### config.mk
export PLATFORM = sky130hd
export DESIGN_NAME = radio_frame_sequencer
export DESIGN_NICKNAME = d
export VERILOG_FILES = /design/src/rtl/radio_frame_pkg.sv /design/src/rtl/radio_frame_sequencer_crc8_serial.sv /design/src/rtl/radio_frame_sequencer.sv
export SDC_FILE = /design/constraint.sdc
export NUM_CORES = 1
export LEC_CHECK = 0
export BUFFER_PORTS_ARGS = -buffer_cell sky130_fd_sc_hd__buf_2
export CAP_MARGIN = 25
export CORE_ASPECT_RATIO = 1.1
export CORE_UTILIZATION = 50
export DETAILED_ROUTE_END_ITERATION = 8
export HOLD_SLACK_MARGIN = 0.15
export PLACE_DENSITY = 0.74
export SYNTH_ARGS = -nofsm -noshare
export SYNTH_HDL_FRONTEND = slang
export SYNTH_SLANG_ARGS = --single-unit
### constraint.sdc
create_clock -name SYS_CLK -period 1.8 [get_ports SYS_CLK]
set_clock_uncertainty 0.15 [all_clocks]
set_input_delay 0.18 -clock SYS_CLK [delete_from_list [all_inputs] [get_ports SYS_CLK]]
set_output_delay 0.18 -clock SYS_CLK [all_outputs]
set_load 0.05 [all_outputs]
### src/rtl/radio_frame_pkg.sv
// Shared types and constants for the radio serial-link frame sequencer.
// Holds the FSM state enum, word geometry, CRC-8 polynomial and a one-bit CRC step helper.
package radio_frame_pkg;

    typedef enum logic [2:0] {
        ST_IDLE,
        ST_HDR,
        ST_CNT,
        ST_DATA,
        ST_CRC
    } state_t;

    localparam int         WORD_BITS         = 8;
    localparam logic [7:0] CRC8_POLY         = 8'h07;
    localparam logic [7:0] DEFAULT_SYNC_WORD = 8'hA5;

    // MSB-first CRC-8 update for one transmitted bit.
    function automatic logic [7:0] crc8_step(input logic [7:0] crc, input logic din);
        logic fb;
        fb = crc[7] ^ din;
        return {crc[6:0], 1'b0} ^ (fb ? CRC8_POLY : 8'h00);
    endfunction

endpackage

### src/rtl/radio_frame_sequencer_crc8_serial.sv
// Serial CRC-8 accumulator (poly 0x07, init 0, no reflection); one bit per valid cycle.
// Synchronous clear has priority over accumulation.
module crc8_serial
    import radio_frame_pkg::*;
(
    input  logic       clk,
    input  logic       clear,
    input  logic       valid,
    input  logic       data_bit,
    output logic [7:0] crc
);

    always_ff @(posedge clk) begin
        if (clear) begin
            crc <= '0;
        end else if (valid) begin
            crc <= crc8_step(crc, data_bit);
        end
    end

endmodule

### src/rtl/radio_frame_sequencer.sv
// Frames sample words onto a single-wire LSB-first stream: sync word, frame count, data words.
// Optional CRC-8 trailer word when RADIO_FRAME_CRC_EN is defined.
module radio_frame_sequencer
    import radio_frame_pkg::*;
#(
    parameter int         FRAME_WORDS = 64,
    parameter logic [7:0] SYNC_WORD   = DEFAULT_SYNC_WORD
) (
    input  logic       SYS_CLK,
    input  logic       RST,
    input  logic       EN,
    input  logic [1:0] R0_I,
    input  logic [1:0] R0_Q,
    input  logic [1:0] R1_I,
    input  logic [1:0] R1_Q,
    output logic       DATA_OUT,
    output logic       SYNC,
    output logic       MISC,
    output logic [7:0] FRAME_CNT
);

    localparam int WCW = $clog2(FRAME_WORDS) + 1;

    state_t         state;
    state_t         state_next;
    logic [2:0]     bit_cnt;
    logic [WCW-1:0] word_cnt;
    logic [7:0]     shift;
    logic [7:0]     load_word;
    logic [7:0]     sample;
    logic           load;
    logic           frame_done;
    logic           last_bit;
    logic           last_data;

`ifdef RADIO_FRAME_CRC_EN
    logic [7:0] crc_q;
    logic [7:0] trailer;

    // Bits of the CNT and DATA words feed the CRC exactly as they leave the wire.
    crc8_serial u_crc (
        .clk      (SYS_CLK),
        .clear    (RST || (state == ST_HDR)),
        .valid    ((state == ST_CNT) || (state == ST_DATA)),
        .data_bit (shift[0]),
        .crc      (crc_q)
    );

    // The final data bit is folded in on the same edge that loads the trailer.
    assign trailer = crc8_step(crc_q, shift[0]);
`endif

    assign sample    = {R0_I, R0_Q, R1_I, R1_Q};
    assign last_bit  = (bit_cnt == 3'(WORD_BITS - 1));
    assign last_data = (word_cnt == WCW'(FRAME_WORDS - 1));

    always_comb begin
        state_next = state;
        load       = 1'b0;
        load_word  = '0;
        frame_done = 1'b0;
        case (state)
            ST_IDLE: begin
                if (EN) begin
                    state_next = ST_HDR;
                    load       = 1'b1;
                    load_word  = SYNC_WORD;
                end
            end
            ST_HDR: begin
                if (last_bit) begin
                    state_next = ST_CNT;
                    load       = 1'b1;
                    load_word  = FRAME_CNT;
                end
            end
            ST_CNT: begin
                if (last_bit) begin
                    state_next = ST_DATA;
                    load       = 1'b1;
                    load_word  = sample;
                end
            end
            ST_DATA: begin
                if (last_bit) begin
                    if (!last_data) begin
                        load      = 1'b1;
                        load_word = sample;
                    end else begin
`ifdef RADIO_FRAME_CRC_EN
                        state_next = ST_CRC;
                        load       = 1'b1;
                        load_word  = trailer;
`else
                        frame_done = 1'b1;
`endif
                    end
                end
            end
`ifdef RADIO_FRAME_CRC_EN
            ST_CRC: begin
                if (last_bit) begin
                    frame_done = 1'b1;
                end
            end
`endif
            default: state_next = ST_IDLE;
        endcase
        // Back-to-back frames: the next header starts on the very edge the frame ends.
        if (frame_done) begin
            if (EN) begin
                state_next = ST_HDR;
                load       = 1'b1;
                load_word  = SYNC_WORD;
            end else begin
                state_next = ST_IDLE;
            end
        end
    end

    always_ff @(posedge SYS_CLK) begin
        if (RST) begin
            state     <= ST_IDLE;
            bit_cnt   <= '0;
            word_cnt  <= '0;
            shift     <= '0;
            FRAME_CNT <= '0;
        end else begin
            state <= state_next;
            if (state_next == ST_IDLE) begin
                bit_cnt <= '0;
                shift   <= '0;
            end else begin
                bit_cnt <= load ? 3'd0 : bit_cnt + 3'd1;
                shift   <= load ? load_word : {1'b0, shift[7:1]};
            end
            if (state_next != ST_DATA) begin
                word_cnt <= '0;
            end else if (state == ST_DATA && last_bit) begin
                word_cnt <= word_cnt + WCW'(1);
            end
            if (frame_done) begin
                FRAME_CNT <= FRAME_CNT + 8'd1;
            end
        end
    end

    assign DATA_OUT = shift[0];
    assign SYNC     = (state == ST_HDR);
    assign MISC     = (state != ST_IDLE);

endmodule

; Word-level counts from Yosys, hierarchy flattened
; Cells that the tools add are included.
[word_totals]
regBits = 29
in_bits = 11
word_cells = 50
rom_bits = 0
latchBits = 0
output_inout_bits = 11
memories = 0
ramBits = 0
[op_classes]
n_mul = 0
bitwise_logic = 1
n_eq_ne = 6
addsub = 3
n_lt_le_gt_ge = 0
n_reduce_logical = 9
n_div = 0
shift = 0
n_mux = 25
[ops]
columns = op, count
row1 = $mux W8, 7
row2 = $pmux W8 S4, 1
row3 = $mux W3, 4
row4 = $pmux W3 S4, 1
row5 = $mux W1, 10
row6 = $add A8 B1 Y8 const B, 1
row7 = $add A7 B1 Y7 const B, 1
row8 = $eq A7 B6 Y1 const B, 1
row9 = $mux W7, 1
row10 = $eq A3 B2 Y1 const B, 2
row11 = $logic_not A3 Y1, 2
row12 = $reduce_or A2 Y1, 3
row13 = $reduce_or A3 Y1, 2
row14 = $add A3 B1 Y3 const B, 1
row15 = $eq A3 B1 Y1 const B, 1
row16 = $eq A3 B3 Y1 const B, 1
row17 = $ne A3 B2 Y1 const B, 1
row18 = $pmux W1 S3, 1
row19 = $reduce_bool A3 Y1, 1
row20 = $logic_and A1 B1 Y1, 1
row21 = $not A1 Y1, 1

; Logic depth before layout (Yosys ltp)
; Gate-level depths: netlist (run 1).
[depth]
word_depth = 8
ltp_mapped = 8
ltp_nobuf = 6

; Worst setup path after synthesis (run 1)
; Ideal clock, no wire load.
[synth_timing]
path_type = flip-flop to output port
startpoint = register state[0]
endpoint = output port SYNC
arrival_ps = 1673
t_required_ps = 1470
stages_incl_launch_ff = 3
slack_ps = -203
cell_sequence = dfxtp_1 buf_2 nor3b_1
[synth_between]
elab_chain_len = 1
[synth_lines]
columns = item, line_no
row1 = "start, declared", radio_frame_sequencer.sv:24  ; state_t state;
row2 = "start signal, assigned", radio_frame_sequencer.sv:129  ; state <= state_next;
row3 = $eq A3 B1 Y1, radio_frame_sequencer.sv:149  ; assign SYNC = (state == ST_HDR);
row4 = "end, declared", radio_frame_sequencer.sv:17  ; output logic SYNC,
; No other way between the ends.

; Worst setup path in the final report (run 1)
[layout_timing]
startpoint = register bit_cnt[0]
endpoint = register FRAME_CNT[3]
[layout_between]
elab_chain_len = 3
[layout_lines]
columns = item, line_no
row1 = "start, declared", radio_frame_sequencer.sv:26  ; logic [2:0] bit_cnt;
row2 = "start signal, assigned", radio_frame_sequencer.sv:134  ; bit_cnt <= load ? 3'd0 : bit_cnt + 3'd1;
row3 = $eq A3 B3 Y1, radio_frame_sequencer.sv:54  ; assign last_bit = (bit_cnt == 3'(WORD_BITS - 1));
row4 = $mux W1, radio_frame_sequencer.sv:85  ; if (last_bit) begin
row5 = $mux W1, radio_frame_sequencer.sv:62  ; case (state)
row6 = "end signal, assigned", radio_frame_sequencer.sv:143  ; FRAME_CNT <= FRAME_CNT + 8'd1;
row7 = "end, declared", radio_frame_sequencer.sv:19  ; output logic [7:0] FRAME_CNT
; No other way between the ends.
; A chain may end at the register's enable or synchronous reset.

==> flow_summary.json, run 1 <==
{
  "vias": 1567,
  "drc": 0,
  "async_flop_share_pct": 0,
  "ys_types": 45,
  "endpoint_kind": "register",
  "synth_compound_area_share_pct": 18.07,
  "status": "finished with violations",
  "setup_ws_ns": -0.1968,
  "path_clk_slew_ns": 0.10,
  "grt_pass1_wl_um": 6272,
  "critPathMaxFanout": 4,
  "cts_tree": "done",
  "ir_worst_vdd_uv": 830.4,
  "synth_area_mm2": 0.001426,
  "crit_arrival_ns": 2.08,
  "place_ws_ns": -0.1448,
  "die-area_mm2": 0.003071,
  "antenna_cells": 0,
  "slowest_delay_ns": 0.36,
  "cp-start-kind": "register",
  "post-route-util_pct": 85.27,
  "post-place-cells": 223,
  "area_growth_pct": 54.91,
  "drt-total-wl_um": 4989,
  "grt_pass1_vias": 1481,
  "grt_setup_unrepaired": "true",
  "cts.sinks": 29,
  "globalRouteOverflowTotal": 0,
  "ys_seq_area_share_pct": 40.70,
  "final_nets": 241,
  "holdWs_ns": 0.1567,
  "crit_required_ns": 1.88,
  "die_h_um": 58.02,
  "crit_chain": "ha_4, ha_4, and4b_1, buf_4, nand4_1, buf_4, buf_6, xor2_1, nor2_1",
  "synth_mux_area_share_pct": 0.7018,
  "row_count": 19,
  "timing.rr.start": "bit_cnt[0]",
  "powerDensity_mw_per_mm2": 576.1,
  "synth_simple_gate_area_share_pct": 26.49,
  "cp_top_family": "simple AND/OR/NAND/NOR gates",
  "syn-instance-count": 158,
  "fmax_ghz": 0.5008,
  "cp.buffers_inverters": 3,
  "finalPower_mw": 1.273,
  "dp_hpwl_um": 2549,
  "setup_viol": 24,
  "yosysWarnings": 0,
  "cts_root_buf": "clkbuf_4",
  "vias_per_cell": 6.121,
  "ant_nets": 0,
  "dr.pass1.iters": 4,
  "initial_utilization_pct": 55.05,
  "syn_avg_cell_area_um2": 9.028,
  "drive_gt1_share_pct": 45.78,
  "grt_usage_pct": 28.43,
  "core-area_mm2": 0.002591,
  "worstSetupPathType": "register to register",
  "grt_max_degree": 13,
  "violations": "setup timing",
  "yosys.area_share.adder_pct": 4.386,
  "maxCapViolCount": 0,
  "synth_edf_count": 0,
  "fin_cells": 256,
  "synth_fp_nets": 174,
  "period_needed_ns": 1.997,
  "htreeDepth": 2,
  "holdCritStartpoint": "EN",
  "report.final.slew_viol_count": 0,
  "crit_start": "bit_cnt[0]",
  "synth-main-ff-cell": "dfxtp_1",
  "hold_viol_final": 0,
  "antenna_found_initial": 0,
  "critical-path-slowest-cell": "dfxtp_2",
  "io_buffer_count": 21,
  "avgRoutedWirePerCell_um": 19.49,
  "worstHoldPathType": "input pin to register",
  "n_fill_cell": 138,
  "ys_ff_latch": 29,
  "drtIter0Drc": 59,
  "fin_area_mm2": 0.002210,
  "clk_path_buf_depth": 2,
  "gp_congestion": 0.8416,
  "synth_xor_xnor_area_share_pct": 4.912,
  "clk_latency_ns": 0.34,
  "synth_top_family_by_area": "simple AND/OR/NAND/NOR gates",
  "p_leak_nw": 0.8794,
  "placed_area_mm2": 0.001724,
  "cts_buffers": 5,
  "die_x_um": 52.93,
  "tns_ns": -1.568,
  "ios": 22,
  "fin_crit_sh_pct": 110.9
}
==> placed cells by master (no fill, tap or decap), drive strengths merged, types with 4 or more instances in the layout <==
| master | count |
|---|---|
| o21ai | 5 |
| ha | 5 |
| clkbuf | 5 |
| xnor2 | 4 |
| o211ai | 5 |
| inv | 6 |
| buf | 58 |
| nand4 | 5 |
| dlygate4sd3 | 9 |
| a32oi | 4 |
| a21oi | 13 |
| xor2 | 4 |
| nand2 | 16 |
| dfxtp | 29 |
| nor3 | 4 |
| nor2 | 9 |
==> kinds of logic after synthesis <==
family          after synthesis
simple gates                 63
compound gates               38
flops                        29
buf+inv                      13
xor+xnor                      8
fa+ha+maj                     5
other cells                   1
mux                           1
==> sequential cells by signal (all words and copies together) (netlist names) <==
signal     flops
state          3
shift          8
bit_cnt        3
word_cnt       7
FRAME_CNT      8
==> where the power goes <==
| part | switching, mW | internal (mW) |
|---|---|---|
| clock network | 0.237 | 0.282 |
| registers | 0.00727 | 0.646 |
| logic | 0.0526 | 0.0476 |
| total | 0.297 | 0.977 |
==> final cells by class <==
class | count | area, µm² | share of cell area, %
sequential | 29 | 586.8 | 26.56
clock buffer | 5 | 37.54 | 1.699
timing repair buffer | 67 | 488.0 | 22.08
clock inverter | 2 | 35.03 | 1.586
tap | 31 | 38.79 | 1.755
inverter | 6 | 22.52 | 1.019
multi-input combinational | 116 | 1001 | 45.30
==> tightest hold or removal path, stage by stage <==
cell,delay (ns)
buf_2,0.12
buf_4,0.17
nand2_1,0.08
a21oi_1,0.06
==> final timing paths <==
path              cells past startpoint  slack, ns           end
setup / recovery                      9      -0.20  FRAME_CNT[3]
hold / removal                        4       0.16      state[0]
setup reg to reg                      9      -0.20  FRAME_CNT[3]
hold reg to reg                       1       0.34      shift[5]
==> per-layer routing <==
layer	track usage (%)	vias to the layer above	part of all wire [%]
met5	0	-	0
met4	17.29	0	3.6
met2	47.20	71	51
li1	-	719	-
met3	7.349	20	6.0
met1	31.97	757	39
==> what timing repair did <==
item                       in CTS  in global routing
resized for setup              15                 27
buffers inserted                6                 11
hold buffers                    8                  1
pin swaps                       5                 19
setup endpoints to repair      21                 25
hold endpoints to repair       16                  8
==> synth_stat cells (all sizes together) (4+ instances only) <==
cell | instances | area, µm²
a21oi | 13 | 65.06
nor3 | 4 | 20.02
inv | 6 | 22.52
xor2 | 4 | 35.03
nand4 | 5 | 31.28
nor2 | 9 | 33.78
a32oi | 4 | 35.03
dfxtp | 29 | 580.6
nand2 | 16 | 60.06
o211ai | 5 | 37.54
o21ai | 5 | 25.02
ha | 5 | 62.56
xnor2 | 4 | 35.03
buf | 5 | 33.78
Power figures use the tool's default switching activity.
==> run 2: changes to the inputs <==
--- a/config.mk
+++ b/config.mk
@@ -8,10 +8,9 @@
 export BUFFER_PORTS_ARGS = -buffer_cell sky130_fd_sc_hd__buf_2
 export CAP_MARGIN = 25
 export CORE_ASPECT_RATIO = 1.1
-export CORE_UTILIZATION = 50
+export CORE_UTILIZATION = 35
 export DETAILED_ROUTE_END_ITERATION = 8
 export HOLD_SLACK_MARGIN = 0.15
-export PLACE_DENSITY = 0.74
 export SYNTH_ARGS = -nofsm -noshare
 export SYNTH_HDL_FRONTEND = slang
 export SYNTH_SLANG_ARGS = --single-unit
==> run 2 against run 1 <==
Effect of this change: the run still ends with setup timing left; sequential power hardly changed; wire length is 21% lower; global-route usage is 8.9 points lower; clock power is 35% higher; cell count is 3.5% higher; utilization is 30 points lower; die area is 41% higher; non-clock buffer count is 11 lower; critical path type unchanged; highest routed layer unchanged.
==> flow_summary.json, run 2 (synthesis gave the netlist of run 1 again) <==
{
  "crit_arrival_ns": 1.92,
  "worstSetupPathType": "register to register",
  "vias_per_cell": 5.385,
  "grt_pass1_wl_um": 6410,
  "critical-path-slowest-cell": "dfxtp_2",
  "setup_ws_ns": -0.05924,
  "cp_top_family": "simple AND/OR/NAND/NOR gates",
  "dp_hpwl_um": 2789,
  "path_clk_slew_ns": 0.07,
  "grt_busiest_layer": "met2",
  "grt_setup_unrepaired": "true",
  "crit_chain": "ha_4, ha_4, and4b_2, nand4_1, buf_6, or3_1, a21oi_1",
  "row_count": 23,
  "report.final.slew_viol_count": 0,
  "area_growth_pct": 45.26,
  "fin_crit_sh_pct": 103.3,
  "ios": 22,
  "avgRoutedWirePerCell_um": 14.83,
  "placed_area_mm2": 0.001755,
  "drt-total-wl_um": 3930,
  "clk_path_buf_depth": 2,
  "grt_usage_pct": 19.50,
  "cp-start-kind": "register",
  "setup_viol": 10,
  "htreeDepth": 2,
  "clk_latency_ns": 0.28,
  "place_ws_ns": -0.04487,
  "final_cell_mix": "dfxtp_1 (26), buf_4 (25), buf_2 (21)",
  "use_met2_pct": 35.75,
  "ir_worst_vdd_uv": 488.6,
  "crit_required_ns": 1.86,
  "powerDensity_mw_per_mm2": 697.3,
  "layout_commonest_cell": "dfxtp_1",
  "core-area_mm2": 0.003770,
  "violations": "setup timing",
  "worstHoldPathType": "input pin to register",
  "maxCapViolCount": 0,
  "cts_buffers": 5,
  "period_needed_ns": 1.859,
  "initial_utilization_pct": 37.84,
  "antenna_found_initial": 0,
  "fin_area_mm2": 0.002072,
  "drive_gt1_share_pct": 35.81,
  "vias": 1427,
  "drtIter0Drc": 83,
  "use_met3_pct": 5.428,
  "cts.sinks": 29,
  "grt_max_degree": 13,
  "fmax_ghz": 0.5379,
  "final_nets": 230,
  "slowest_delay_ns": 0.34,
  "die-area_mm2": 0.004335,
  "hold_viol_final": 0,
  "io_buffer_count": 21,
  "ant_nets": 0,
  "cts_root_buf": "clkbuf_8",
  "endpoint_kind": "register",
  "cts_tree": "done",
  "n_fill_cell": 335,
  "status": "finished with violations",
  "drc": 0,
  "tns_ns": -0.2104,
  "largestRegisters": "FRAME_CNT x8, shift x8, word_cnt x7",
  "grt_pass1_vias": 1414,
  "p_leak_nw": 0.8338,
  "gp_congestion": 0.8358,
  "globalRouteOverflowTotal": 0,
  "critPathMaxFanout": 7,
  "dr.pass1.iters": 4,
  "antenna_cells": 0,
  "die_h_um": 68.96,
  "cp.buffers_inverters": 1,
  "cp_common_cell": "ha_4",
  "grtUsageMet1_pct": 20.51,
  "die_x_um": 62.87
}
-- run 2: path summary, 6_finish.rpt --
kind	end	from	slack, ns	depth (start not counted)
max	FRAME_CNT[2]	bit_cnt[1]	-0.06	7
min	shift[5]	R0_Q[1]	0.16	4
max reg2reg	FRAME_CNT[2]	bit_cnt[1]	-0.06	7
min reg2reg	bit_cnt[0]	bit_cnt[0]	0.28	1
-- run 2: cell type report --
| cell class | instances | area [µm²] | share of cell area, % |
|---|---|---|---|
| tap | 50 | 62.56 | 3.019 |
| timing repair buffer | 56 | 395.4 | 19.08 |
| sequential | 29 | 584.3 | 28.20 |
| inverter | 6 | 22.52 | 1.087 |
| clock inverter | 2 | 37.54 | 1.812 |
| multi-input combinational | 116 | 887.1 | 42.81 |
| clock buffer | 6 | 82.58 | 3.986 |
-- run 2: where the power goes --
group | internal (mW) | leakage [nW] | switching [mW] | total [mW]
sequential | 0.647 | 0.236 | 0.00536 | 0.652
clock | 0.449 | 0.0574 | 0.251 | 0.700
combinational | 0.0450 | 0.541 | 0.0470 | 0.0920
-- run 2: what timing repair did --
action | 4_1_cts | 5_1_grt
cloned | 0 | 0
pin swaps | 4 | 3
setup endpoints to repair | 20 | 27
resized for setup | 5 | 13
setup buffers | 3 | 3
endpoints found under the hold margin | 15 | 0
hold buffers | 8 | 0
-- run 2: metrics by stage --
step | hold slack, ns | util [%] | total power, mW | std cells
3_5_place_dp | 0.2805 | 46.56 | 0.7379 | 243
6_report | 0.1568 | 54.96 | 1.445 | 265
3_3_place_gp | 0.2719 | 46.56 | 0.7360 | 243
5_1_grt | 0.1692 | 54.96 | 1.504 | 265
4_1_cts | 0.1565 | 53.20 | 1.450 | 262
2_1_floorplan | 0.1705 | - | 0.7083 | 158
-- run 2: layer usage --
metal | share of wire, % | wire length [µm] | vias up
li1 | - | - | 696
met1 | 42 | 1657 | 685
met2 | 50 | 1982 | 34
met3 | 4.2 | 165 | 12
met4 | 3.2 | 125 | 0
met5 | 0 | 0 | -
-- run 2: worst register-to-register path, stage by stage, from the launching register on --
cell	delay [ns]
dfxtp_2	0.34
ha_4	0.15
ha_4	0.15
and4b_2	0.26
nand4_1	0.13
buf_6	0.17
or3_1	0.30
a21oi_1	0.13
